<file path="src/rtl/date_editor.sv">
// Date edit buffer between the pushbuttons, the date painter and the RTC write path.
// Optional hold-to-repeat on up/down is enabled by defining DATE_EDITOR_AUTOREPEAT_EN.
module date_editor #(
  parameter int unsigned ADDR_DAY  = 3,
  parameter int unsigned ADDR_MON  = 4,
  parameter int unsigned ADDR_YEAR = 5
`ifdef DATE_EDITOR_AUTOREPEAT_EN
  ,
  parameter int unsigned REPEAT_DELAY  = 25000000,
  parameter int unsigned REPEAT_PERIOD = 5000000
`endif
) (
  input  logic       clk,
  input  logic       reset,
  input  logic       programar_on,
  input  logic       btn_up,
  input  logic       btn_down,
  input  logic       btn_left,
  input  logic       btn_right,
  input  logic [7:0] fecha_rtc1,
  input  logic [7:0] fecha_rtc2,
  input  logic [7:0] fecha_rtc3,
  input  logic       wr_ack,
  output logic [7:0] fecha_out1,
  output logic [7:0] fecha_out2,
  output logic [7:0] fecha_out3,
  output logic [3:0] direccion_actual_pantalla,
  output logic       wr_req,
  output logic       busy
);

  localparam logic [1:0] StIdle   = 2'd0;
  localparam logic [1:0] StEdit   = 2'd1;
  localparam logic [1:0] StCommit = 2'd2;

  localparam logic [3:0] CurDay  = 4'(ADDR_DAY);
  localparam logic [3:0] CurMon  = 4'(ADDR_MON);
  localparam logic [3:0] CurYear = 4'(ADDR_YEAR);

  localparam logic [7:0] DayMin  = 8'h01;
  localparam logic [7:0] DayMax  = 8'h31;
  localparam logic [7:0] MonMin  = 8'h01;
  localparam logic [7:0] MonMax  = 8'h12;
  localparam logic [7:0] YearMin = 8'h00;
  localparam logic [7:0] YearMax = 8'h99;

  logic [1:0] state_q, state_d;
  logic [7:0] day_q, day_d, mon_q, mon_d, year_q, year_d;
  logic [3:0] cur_q, cur_d;
  logic       wr_req_q, wr_req_d;
  logic       prog_prev_q, up_prev_q, down_prev_q, left_prev_q, right_prev_q;
  logic       prog_ev, up_ev, down_ev, left_ev, right_ev;
  logic       rep_up, rep_down;

  function automatic logic [7:0] bcd_inc(input logic [7:0] v, input logic [7:0] lo,
                                         input logic [7:0] hi);
    logic [7:0] r;
    if (v == hi)                r = lo;
    else if (v[3:0] == 4'd9)    r = {v[7:4] + 4'd1, 4'd0};
    else                        r = {v[7:4], v[3:0] + 4'd1};
    return r;
  endfunction

  function automatic logic [7:0] bcd_dec(input logic [7:0] v, input logic [7:0] lo,
                                         input logic [7:0] hi);
    logic [7:0] r;
    if (v == lo)                r = hi;
    else if (v[3:0] == 4'd0)    r = {v[7:4] - 4'd1, 4'd9};
    else                        r = {v[7:4], v[3:0] - 4'd1};
    return r;
  endfunction

  // Packed BCD compares correctly as binary once both nibbles are known to be <= 9.
  function automatic logic [7:0] sanitise(input logic [7:0] v, input logic [7:0] lo,
                                          input logic [7:0] hi);
    logic [7:0] r;
    if (v[7:4] > 4'd9 || v[3:0] > 4'd9 || v < lo || v > hi) r = lo;
    else                                                   r = v;
    return r;
  endfunction

`ifdef DATE_EDITOR_AUTOREPEAT_EN
  logic [31:0] rep_cnt_q;
  logic        rep_armed_q, rep_dir_q;
  logic        hold_up, hold_down, holding, rep_fire;

  assign hold_up   = btn_up & ~btn_down;
  assign hold_down = btn_down & ~btn_up;
  assign holding   = (state_q == StEdit) && (hold_up || hold_down) && (hold_up == rep_dir_q);
  assign rep_fire  = holding &&
                     (rep_cnt_q == (rep_armed_q ? REPEAT_PERIOD - 1 : REPEAT_DELAY - 1));
  assign rep_up    = rep_fire & rep_dir_q;
  assign rep_down  = rep_fire & ~rep_dir_q;

  // A direction change spends one cycle re-latching the direction with the count cleared.
  always_ff @(posedge clk) begin
    if (reset || !holding) begin
      rep_cnt_q   <= '0;
      rep_armed_q <= 1'b0;
      rep_dir_q   <= hold_up;
    end else if (rep_fire) begin
      rep_cnt_q   <= '0;
      rep_armed_q <= 1'b1;
    end else begin
      rep_cnt_q   <= rep_cnt_q + 32'd1;
    end
  end
`else
  assign rep_up   = 1'b0;
  assign rep_down = 1'b0;
`endif

  assign prog_ev  = programar_on & ~prog_prev_q;
  assign up_ev    = (btn_up & ~up_prev_q) | rep_up;
  assign down_ev  = (btn_down & ~down_prev_q) | rep_down;
  assign left_ev  = btn_left & ~left_prev_q;
  assign right_ev = btn_right & ~right_prev_q;

  always_comb begin
    state_d  = state_q;
    day_d    = day_q;
    mon_d    = mon_q;
    year_d   = year_q;
    cur_d    = cur_q;
    wr_req_d = wr_req_q;
    case (state_q)
      StIdle: begin
        day_d    = fecha_rtc1;
        mon_d    = fecha_rtc2;
        year_d   = fecha_rtc3;
        cur_d    = 4'd0;
        wr_req_d = 1'b0;
        if (prog_ev) begin
          state_d = StEdit;
          cur_d   = CurDay;
          day_d   = sanitise(fecha_rtc1, DayMin, DayMax);
          mon_d   = sanitise(fecha_rtc2, MonMin, MonMax);
          year_d  = sanitise(fecha_rtc3, YearMin, YearMax);
        end
      end
      StEdit: begin
        if (!programar_on) begin
          state_d  = StCommit;
          wr_req_d = 1'b1;
          cur_d    = 4'd0;
        end else if (up_ev && down_ev) begin
          // Conflicting value request: hold the field.
        end else if (up_ev) begin
          if (cur_q == CurDay)       day_d  = bcd_inc(day_q, DayMin, DayMax);
          else if (cur_q == CurMon)  mon_d  = bcd_inc(mon_q, MonMin, MonMax);
          else if (cur_q == CurYear) year_d = bcd_inc(year_q, YearMin, YearMax);
        end else if (down_ev) begin
          if (cur_q == CurDay)       day_d  = bcd_dec(day_q, DayMin, DayMax);
          else if (cur_q == CurMon)  mon_d  = bcd_dec(mon_q, MonMin, MonMax);
          else if (cur_q == CurYear) year_d = bcd_dec(year_q, YearMin, YearMax);
        end else if (left_ev && right_ev) begin
          // Conflicting cursor request: hold the cursor.
        end else if (right_ev) begin
          if (cur_q == CurDay)      cur_d = CurMon;
          else if (cur_q == CurMon) cur_d = CurYear;
          else                      cur_d = CurDay;
        end else if (left_ev) begin
          if (cur_q == CurDay)      cur_d = CurYear;
          else if (cur_q == CurYear) cur_d = CurMon;
          else                      cur_d = CurDay;
        end
      end
      StCommit: begin
        wr_req_d = 1'b1;
        cur_d    = 4'd0;
        if (wr_ack) begin
          wr_req_d = 1'b0;
          state_d  = StIdle;
        end
      end
      default: begin
        state_d  = StIdle;
        wr_req_d = 1'b0;
        cur_d    = 4'd0;
      end
    endcase
  end

  always_ff @(posedge clk) begin
    if (reset) begin
      state_q      <= StIdle;
      day_q        <= 8'h00;
      mon_q        <= 8'h00;
      year_q       <= 8'h00;
      cur_q        <= 4'd0;
      wr_req_q     <= 1'b0;
      prog_prev_q  <= 1'b0;
      up_prev_q    <= 1'b0;
      down_prev_q  <= 1'b0;
      left_prev_q  <= 1'b0;
      right_prev_q <= 1'b0;
    end else begin
      state_q      <= state_d;
      day_q        <= day_d;
      mon_q        <= mon_d;
      year_q       <= year_d;
      cur_q        <= cur_d;
      wr_req_q     <= wr_req_d;
      prog_prev_q  <= programar_on;
      up_prev_q    <= btn_up;
      down_prev_q  <= btn_down;
      left_prev_q  <= btn_left;
      right_prev_q <= btn_right;
    end
  end

  assign fecha_out1                = day_q;
  assign fecha_out2                = mon_q;
  assign fecha_out3                = year_q;
  assign direccion_actual_pantalla = cur_q;
  assign wr_req                    = wr_req_q;
  assign busy                      = (state_q != StIdle);

endmodule

</file>
<file path="config.mk">
export PLATFORM = sky130hd
export DESIGN_NAME = date_editor
export DESIGN_NICKNAME = d
export VERILOG_FILES = /design/src/rtl/date_editor.sv
export SDC_FILE = /design/constraint.sdc
export NUM_CORES = 1
export LEC_CHECK = 0
export BUFFER_PORTS_ARGS = -buffer_cell sky130_fd_sc_hd__buf_2
export CAP_MARGIN = 10
export CORE_MARGIN = 1.5
export CORE_UTILIZATION = 54
export CTS_BUF_LIST = sky130_fd_sc_hd__clkbuf_8 sky130_fd_sc_hd__clkbuf_16
export DETAILED_ROUTE_END_ITERATION = 8
export GPL_ROUTABILITY_DRIVEN = 0
export HOLD_SLACK_MARGIN = 0.06
export PLACE_DENSITY = 0.9
export SKIP_LAST_GASP = 1
export SLEW_MARGIN = 20
export SYNTH_ARGS = -nofsm -noshare
export SYNTH_HDL_FRONTEND = slang
export SYNTH_SLANG_ARGS = --single-unit
</file>
<file path="constraint.sdc">
create_clock -name clk -period 3 [get_ports clk]
set_input_delay 0.9 -clock clk [delete_from_list [all_inputs] [get_ports clk]]
set_output_delay 0.9 -clock clk [all_outputs]
set_load 0.005 [all_outputs]
</file>
==> summary.md, run 1 <==
| Metric | Value |
|---|---|
| Outcome | `finished, final reports clean` |
| Routed vias | `3,365` |
| CTS sink count | `35` |
| Nets | `507` |
| Fill count | `between 400 and 500` |
| PostCTS Resize Cnt | `0` |
| FF+latch count, synth | `35` |
| Vias in the first global route | `3,154` |
| CP required | `between 3000 and 4000 ps` |
| Worst Path Buf+Inv | `1` |
| Most common cell after layout, fill and taps aside | `buf_2` |
| Chip width | `77.95 µm` |
| Placed insts | `between 500 and 600` |
| Initial DRT Pass Iterations | `5` |
| Worst-skew pair later-pin latency | `slightly below 300 ps` |
| Dpl cell area | `3347 µm²` |
| Post-CTS setup buffers | `0` |
| Final Skew | `10.12 ps` |
| Final Hold Fails | `0` |
| DRT iter0 DRCs | `400` |
| Yosys cell types | `67` |
| Worst-Margin Slew | `648.3 ps` |
| F_max | `approximately 400 MHz` |
| Critical path cell sequence | `inv_1 -> ha_1 -> nand2_1 -> o41a_4 -> a21oi_4 -> nand4_1 -> o211a_1` |
| Max rail drop VDD | `0.3169 mV` |
| Clock slew seen by the registers of the worst setup and hold paths | `70 ps` |
| DIE HEIGHT | `77.95 µm` |
| Ys async rst share | `0` |
| Synth Flop Type | `dfxtp_1` |
| Number of CTS-inserted buffers | `5` |
| WL/cell | `15.99 µm` |
| Post-synthesis sequential area ratio | `0.2310` |
| Overflow after GRT | `0` |
| Max incr delay on CP | `580 ps` |
| CTS root buf | `clkbuf_8` |
| Post-Synthesis Net Count | `460` |
| Initial core utilization | `0.5542` |
| DRC | `0` |
| PortBufs | `60` |
| Syn Area/Cell | `7.434 µm²` |
| TNS Setup | `0 ps` |
| Syn Inst Count | `408` |
| N_diodes | `0` |
| Syn Std Cell Area | `3033 µm²` |
| Startpoint types | `flop` |
| Critical setup path kind | `reg -> reg` |
| Worst hold path class | `reg -> reg` |
| Area of the multi-input gates | `2143 µm²` |
| # rows | `27` |
| Max Buffers Root-to-Sink | `2` |
| Power per cell area | `~700 nW/µm²` |
| Register-to-Register Path Depth | `7` |
| P&R area growth vs syn | `12.75%` |
| Initial antenna violation count | `0` |
| Worst-path fanout max | `16` |
| Worst slew margin | `0.5678` |
| Slew Limit Fails | `0` |
| DP HPWL | `~6.1 mm` |
| Cts-stage hold buffer count | `0` |
| Register area | `between 700 and 800 µm²` |
| Vias per cell | `6.397` |
| Post-route ant nets | `0` |
| Crit path DAT | `2660 ps` |
| Non-Filler Instances | `526` |
| Final worst setup slack | `525.6 ps` |
| Final setup viols | `0` |
| Critical-path cell with the highest stage delay | `o41a_4` |
| Worst slack at placement | `432.0 ps` |
| Total track usage | `0.2850` |
| Yosys warns | `0` |
| DIE AREA | `between 6000 and 7000 µm²` |
| Crit end category | `flop` |
| CTS tree | `done` |
| First-pass GRT wire length | `14.29 mm` |
| I/O pins | `62` |
| Post-route minimum period | `2474 ps` |
| Tcrit/Tclk final | `0.8248` |
| Most frequent cells in the layout | `buf_2, a21oi_1, dfxtp_1, nand2_1` |
| Core area | `5473 µm²` |
| Largest net degree at the start of global routing | `33` |
| Delay-heaviest family, CP | `compound AO/OA/AOI/OAI gates` |
| Post-synth EDFFs | `0` |
| Hold depth | `2` |
| Critical path depth in cells | `7` |
| Post-Route WL | `8.409 mm` |
| RSZ-0062 raised after global routing | `false` |
| Layout cells sized above 1 | `0.1828` |
| Leakage power | `roughly 1.4 nW` |
| Design area | `3420 µm²` |
| Max cap viols | `0` |
| CTS H-tree depth | `2` |
-- sequential cells by signal, indices dropped and copies added (netlist names) --
| register | count |
|---|---|
| fecha_out1 | 8 |
| fecha_out2 | 8 |
| fecha_out3 | 8 |
| direccion_actual_pantalla | 3 |
| state_q | 2 |
| down_prev_q | 1 |
| left_prev_q | 1 |
| prog_prev_q | 1 |
| right_prev_q | 1 |
| up_prev_q | 1 |
| wr_req | 1 |
-- metal layers --
layer / GRT usage / up-vias / share of wire
met3: 0.05294 / 36 / 0.088
met1: 0.3604 / 1517 / 0.40
met5: 0 / - / 0
met4: 0.1429 / 0 / 0.034
met2: 0.4617 / 205 / 0.48
li1: - / 1607 / -
-- Yosys cell counts, types with 5 or more instances --
cell	count	area, µm²
nand2b_1	6	37.54
nor3_1	12	60.06
o22ai_1	5	31.28
inv_1	19	71.32
a211oi_1	9	67.56
xnor2_1	8	70.07
clkbuf_1	17	63.81
nor2_1	31	116.4
nor2b_1	13	81.33
nand3_1	19	95.09
nand2_1	34	127.6
nor3b_1	5	37.54
o21ai_0	31	155.2
nand4_1	7	43.79
a221oi_1	5	43.79
a21oi_1	35	175.2
dfxtp_1	35	700.7
a31oi_1	7	43.79
ha_1	20	250.2
-- path summary, 6_finish.rpt --
check,from,endpoint,slack (ps)
min reg2reg,state_q[1],state_q[1],540
max reg2reg,state_q[1],fecha_out2[4],530
max,state_q[1],fecha_out2[4],530
min,state_q[1],state_q[1],540
-- worst min-delay path, delay by kind of cell, from the launching register on --
kind	cells	cell delay (ps)
AOI/OAI and AO/OA	2	170
DFF	1	320
-- area by class of cell --
cell class,count,area share
Multi-Input combinational cell,328,0.6268
Sequential cell,35,0.2049
Timing Repair Buffer,65,0.09879
Tap cell,72,0.02634
Inverter,20,0.02195
Clock buffer,5,0.02012
Clock inverter,1,0.001098
-- metrics by stage --
step / hold WS, ps / utilization / power, mW
floorplan: 500.5 / - / 1.684
global route: 566.3 / 0.6248 / 2.577
global placement: 519.2 / 0.6116 / 1.968
detailed placement: 526.0 / 0.6116 / 2.037
finish: 537.1 / 0.6248 / 2.381
CTS: 539.5 / 0.6248 / 2.362
-- power by group --
part           internal [mW]  switching, mW  total (mW)  leakage (nW)
sequential             0.578          0.224       0.802         0.290
combinational          0.550          0.706        1.26          1.10
clock                  0.152          0.172       0.323        0.0413
-- logic make-up (layout without fill, tap and decap cells) --
family                   after synthesis  after routing  synth area share
other                                  1              1          0.001236
AO/OA/AOI/OAI                        135            135            0.3028
AND/OR/NAND/NOR                      156            156            0.2677
buffers and inverters                 45             91           0.06229
flip-flops                            35             35            0.2310
adder cells (fa/ha/maj)               20             20           0.08251
multiplexers                           5              5           0.02063
XOR/XNOR                              11             11           0.03177
Power figures use the tool's default switching activity.
==> inputs of run 2 (changes only) <==
--- a/config.mk
+++ b/config.mk
@@ -8,12 +8,12 @@
 export BUFFER_PORTS_ARGS = -buffer_cell sky130_fd_sc_hd__buf_2
 export CAP_MARGIN = 10
 export CORE_MARGIN = 1.5
-export CORE_UTILIZATION = 54
+export CORE_UTILIZATION = 50
 export CTS_BUF_LIST = sky130_fd_sc_hd__clkbuf_8 sky130_fd_sc_hd__clkbuf_16
 export DETAILED_ROUTE_END_ITERATION = 8
 export GPL_ROUTABILITY_DRIVEN = 0
 export HOLD_SLACK_MARGIN = 0.06
-export PLACE_DENSITY = 0.9
+export PLACE_DENSITY = 0.88
 export SKIP_LAST_GASP = 1
 export SLEW_MARGIN = 20
 export SYNTH_ARGS = -nofsm -noshare
==> constraint.sdc (replaced) <==
create_clock -name clk -period 2.16 [get_ports clk]
set_input_delay 0.648 -clock clk [delete_from_list [all_inputs] [get_ports clk]]
set_output_delay 0.648 -clock clk [all_outputs]
set_load 0.005 [all_outputs]
==> summary.md, run 2 (synthesized netlist as in run 1, its figures left out) <==
| Metric | Value |
|---|---|
| Outcome | `finished, final reports clean` |
| TNS Setup | `0 ps` |
| Leakage power | `1.606 nW` |
| First-pass GRT wire length | `between 10 and 15 mm` |
| Clk pwr share | `0.169` |
| Wl on met1 | `3.755 mm` |
| Pint | `2.091 mW` |
| Worst-path fanout max | `3` |
| Core area | `5886 µm²` |
| Post-route minimum period | `just over 2000 ps` |
| PostCTS Resize Cnt | `0` |
| Worst-skew pair later-pin latency | `300 ps` |
| Worst Path Buf+Inv | `0` |
| Initial core utilization | `0.5153` |
| Routed wl met2 | `about 4.4 mm` |
| DIE HEIGHT | `between 80 and 90 µm` |
| Initial DRT Pass Iterations | `4` |
| Critical-path cell with the highest stage delay | `or4_1` |
| Power per cell area | `994.9 nW/µm²` |
| DRC | `0` |
| Vias per cell | `~6.2` |
| Vias in the first global route | `3,302` |
| Delay-heaviest family, CP | `simple AND/OR/NAND/NOR gates` |
| Setup crit start | `fecha_out1[5]` |
| Max incr delay on CP | `400 ps` |
| Util after Layout | `0.6301` |
| CP required | `about 2400 ps` |
| I/O pins | `62` |
| Most frequent cells in the layout | `buf_2, buf_4, a21oi_1, dfxtp_1, nand2_1` |
| # rows | `28` |
| Startpoint types | `flop` |
| Initial antenna violation count | `0` |
| Worst slack at placement | `-74.57 ps` |
| F_max | `491.9 MHz` |
| Number of CTS-inserted buffers | `5` |
| DR WL met3 | `589 µm` |
| Layout cells sized above 1 | `0.2418` |
| CTS root buf | `clkbuf_8` |
| Cts-stage hold buffer count | `0` |
| CTS tree | `done` |
| RSZ-0062 raised after global routing | `false` |
| Final Skew | `11.69 ps` |
| Sw frac | `0.4333` |
| Slew Limit Fails | `0` |
| Post-Route WL | `8.966 mm` |
| Nets | `539` |
| Top Metal Used | `met4` |
| Chip width | `80.89 µm` |
| N_diodes | `0` |
| Crit path DAT | `2260 ps` |
| WL/cell | `15.93 µm` |
| PortBufs | `60` |
| Worst hold path class | `reg -> reg` |
| Post-route ant nets | `0` |
| DIE AREA | `6542 µm²` |
| Hold path startpoint | `wr_req` |
| Sw Pwr | `approximately 1.6 mW` |
| Critical path cell sequence | `ha_1 -> or3b_1 -> or3_1 -> o2111ai_1 -> o31ai_1 -> or4_1 -> a21oi_1` |
| CTS H-tree depth | `2` |
| Combinational Power Share | `0.540` |
| Overflow after GRT | `0` |
| DRT iter0 DRCs | `409` |
| Critical setup path kind | `reg -> reg` |
| Total track usage | `0.2814` |
| Post-CTS setup buffers | `0` |
| Crit end category | `flop` |
| Clock slew seen by the registers of the worst setup and hold paths | `70 ps` |
| Most common cell after layout, fill and taps aside | `buf_2` |
| Flop pwr share | `0.291` |
| Critical R2R Launch | `fecha_out1[5]` |
| Final Hold Fails | `0` |
| Tcrit/Tclk final | `0.9412` |
| Max rail drop VDD | `0.4950 mV` |
| Routed vias | `3,513` |
| P&R area growth vs syn | `22.28%` |
| DP HPWL | `6.644 mm` |
| Largest net degree at the start of global routing | `27` |
| Final setup viols | `0` |
| Max cap viols | `0` |
| Final worst setup slack | `127.0 ps` |
| CTS sink count | `35` |
| Max Buffers Root-to-Sink | `2` |
-- run 2: changes by cell type in the layout (fill, tap and decap cells not counted), sizes merged --
cell and change:
inv -1, buf +32, clkbuf +1, bufinv +1
clkinv +1
-- run 2: per-stage QoR --
step           total power [mW]  instances  cell area [µm²]  hold slack, ps
2_1_floorplan             2.338        408             3033           500.5
3_3_place_gp              2.931        555             3591           520.5
3_5_place_dp              3.019        555             3591           533.0
4_1_cts                   3.659        563             3709           542.6
5_1_grt                   3.954        563             3709           566.7
6_report                  3.690        563             3709           539.4
-- run 2: worst min-delay path: stages, from the launching register on --
cell	delay, ps
dfxtp_1	310
mux2i_1	120
nor3_1	60
-- run 2: cell type report --
cell class,instances,area [µm²]
clock buffer,6,82.58
clock inverter,2,35.03
fill,538,2177
inverter,20,75.07
multi-input combinational,328,2143
sequential,35,700.7
tap,75,93.84
timing repair buffer,97,578.1
-- run 2: worst paths after layout --
check	to	cells past startpoint	slack, ps
setup / recovery	fecha_out1[0]	7	130
hold / removal	wr_req	2	540
setup reg to reg	fecha_out1[0]	7	130
hold reg to reg	wr_req	2	540
-- run 2: metal layers --
metal  global-route usage  vias up
met3              0.04045       27
met4               0.1241        0
li1                     -     1679
met5                    0        -
met1               0.3442     1659
met2               0.4875      148
-- run 2: power groups by stage --
stage / Clock [mW] / Combinational (mW) / Sequential (mW)
after floorplan: 0 / 1.34 / 0.995
after global placement: 0 / 1.87 / 1.06
after detailed placement: 0 / 1.94 / 1.08
after CTS: 0.634 / 1.96 / 1.06
after global routing: 0.662 / 2.19 / 1.10
final: 0.625 / 1.99 / 1.07
==> inputs of run 3 (changes only) <==
--- a/config.mk
+++ b/config.mk
@@ -5,15 +5,16 @@
 export SDC_FILE = /design/constraint.sdc
 export NUM_CORES = 1
 export LEC_CHECK = 0
+export ABC_AREA = 1
 export BUFFER_PORTS_ARGS = -buffer_cell sky130_fd_sc_hd__buf_2
 export CAP_MARGIN = 10
 export CORE_MARGIN = 1.5
-export CORE_UTILIZATION = 50
+export CORE_UTILIZATION = 51
 export CTS_BUF_LIST = sky130_fd_sc_hd__clkbuf_8 sky130_fd_sc_hd__clkbuf_16
 export DETAILED_ROUTE_END_ITERATION = 8
 export GPL_ROUTABILITY_DRIVEN = 0
 export HOLD_SLACK_MARGIN = 0.06
-export PLACE_DENSITY = 0.88
+export PLACE_DENSITY = 0.89
 export SKIP_LAST_GASP = 1
 export SLEW_MARGIN = 20
 export SYNTH_ARGS = -nofsm -noshare
==> summary.md, run 3 <==
| Metric | Value |
|---|---|
| First-pass GRT wire length | `14.01 mm` |
| Chip width | `81.77 µm` |
| Syn Area/Cell | `5.926 µm²` |
| DIE HEIGHT | `81.77 µm` |
| Power per cell area | `1444 nW/µm²` |
| Wl on met1 | `3.620 mm` |
| Synth Flop Type | `dfxtp_1` |
| Ys async rst share | `0` |
| RSZ-0062 raised after global routing | `false` |
| Leakage power | `1.934 nW` |
| Worst-Margin Slew | `591.7 ps` |
| Worst-skew pair later-pin latency | `300 ps` |
| Top Metal Used | `met4` |
| Syn Inst Count | `534` |
| Vias in the first global route | `between 3,000 and 4,000` |
| Initial DRT Pass Iterations | `5` |
| Post-route minimum period | `1871 ps` |
| Fill count | `570` |
| Overflow after GRT | `0` |
| Routed vias | `3,642` |
| Worst slew margin | `0.6051` |
| Nets | `645` |
| Largest net degree at the start of global routing | `21` |
| CTS H-tree depth | `2` |
| Startpoint types | `flop` |
| Worst-path fanout max | `8` |
| Crit path DAT | `between 2000 and 2500 ps` |
| CP required | `2360 ps` |
| Max rail drop VDD | `0.9575 mV` |
| Most common cell in the synthesized netlist | `nand2_1` |
| DRC | `0` |
| F_max | `534.5 MHz` |
| Yosys cell types | `31` |
| Register-to-Register Path Depth | `11` |
| Clock slew seen by the registers of the worst setup and hold paths | `about 80 ps` |
| Synth top area cells | `dfxtp_1, nand2_1, nand3_1` |
| PortBufs | `60` |
| Crit end category | `flop` |
| PostCTS Resize Cnt | `0` |
| Routed wl met2 | `between 4 and 5 mm` |
| Post-route ant nets | `0` |
| Synth top cells by count | `nand2_1, nand3_1, nor2_1` |
| Max Buffers Root-to-Sink | `2` |
| CTS sink count | `35` |
| Most common cell after layout, fill and taps aside | `nand2_1` |
| Hold depth | `2` |
| Outcome | `finished, final reports clean` |
| Post-synth EDFFs | `0` |
| Dominant cell type by area after synthesis | `dfxtp_1` |
| Final Hold Fails | `0` |
| Tcrit/Tclk final | `0.8661` |
| Final setup viols | `0` |
| Post-synthesis sequential area ratio | `0.2214` |
| # rows | `28` |
| Max cap viols | `0` |
| Util after Layout | `0.6181` |
| DRT iter0 DRCs | `245` |
| Layout cells sized above 1 | `0.1667` |
| Post-synth top area share | `0.2214` |
| Worst slack at placement | `~180 ps` |
| Total track usage | `0.2612` |
| N_diodes | `0` |
| Critical setup path kind | `reg -> reg` |
| Most frequent cells in the layout | `nand2_1, nand3_1, nor2_1, inv_1, buf_2` |
| P&R area growth vs syn | `16.33%` |
| Post-Route WL | `8.453 mm` |
| DR WL met3 | `roughly 470 µm` |
| Core area | `~6000 µm²` |
| CTS tree | `done` |
| Final worst setup slack | `289.2 ps` |
| Reg2reg setup slack | `~290 ps` |
| Post-CTS setup buffers | `0` |
| Area of the multi-input gates | `2138 µm²` |
| Syn Std Cell Area | `about 3200 µm²` |
| DP HPWL | `6.391 mm` |
| TNS Setup | `0 ps` |
| Cts-stage hold buffer count | `0` |
| DIE AREA | `6686 µm²` |
| Vias per cell | `5.444` |
| Initial core utilization | `0.5313` |
| Post-Synthesis Net Count | `586` |
| Register area | `700.7 µm²` |
| Initial antenna violation count | `0` |
| Yosys warns | `0` |
| Number of CTS-inserted buffers | `5` |
| Slew Limit Fails | `0` |
| I/O pins | `62` |
| FF+latch count, synth | `35` |
| WL/cell | `approximately 13 µm` |
| Final Skew | `5.347 ps` |
| Worst hold path class | `reg -> reg` |
| CTS root buf | `clkbuf_8` |
[run 3: layer usage]
metal  vias to the layer above  track usage
met4                         0       0.1153
met1                      1671       0.3118
met5                         -            0
met3                        20      0.03778
li1                       1835            -
met2                       116       0.4607
[run 3: worst max-delay path, cell delays in order, from the launching register on]
cell and delay [ps]:
dfxtp_1 320, inv_1 100, ha_2 270, inv_1 150
nand2_1 130, nand3_1 110, nor2_2 210, inv_2 100
nor2_2 180, nand2_1 70, nor2_1 80, nor2_1 50
[run 3: cell type report]
type                            count  area share
Tap cell                           75     0.02549
Inverter                           65     0.06628
Clock buffer                        5     0.01869
Timing Repair Buffer               69     0.09993
Sequential cell                    35      0.1903
Clock inverter                      3     0.01835
Multi-Input combinational cell    417      0.5809
[run 3: path summary, 6_finish.rpt]
path | startpoint | end
setup / recovery | state_q[1] | fecha_out2[4]
hold / removal | fecha_out3[3] | fecha_out3[3]
setup reg to reg | state_q[1] | fecha_out2[4]
hold reg to reg | fecha_out3[3] | fecha_out3[3]
[run 3: metrics by stage]
stage                     area [µm²]  cells  power, mW  hold slack, ps
after floorplan                 3164    534      3.694           474.1
after global placement          3542    661      4.427           487.8
after detailed placement        3542    661      4.532           513.4
after CTS                       3679    669      5.283           525.1
after global routing            3681    669      5.850           544.4
final                           3681    669      5.315           522.8
[run 3: report_power, final]
part | switching, mW | internal [mW]
Sequential | 0.333 | 0.869
Combinational | 2.10 | 1.29
Clock | 0.265 | 0.460
Total | 2.70 | 2.62
[run 3: cell families after synthesis]
kind of cell	share of synthesized area
simple gates	0.4310
buf+inv	0.1036
compound gates	0.1277
flops	0.2214
fa+ha+maj	0.07908
xor+xnor	0.03598
other cells	0.001185
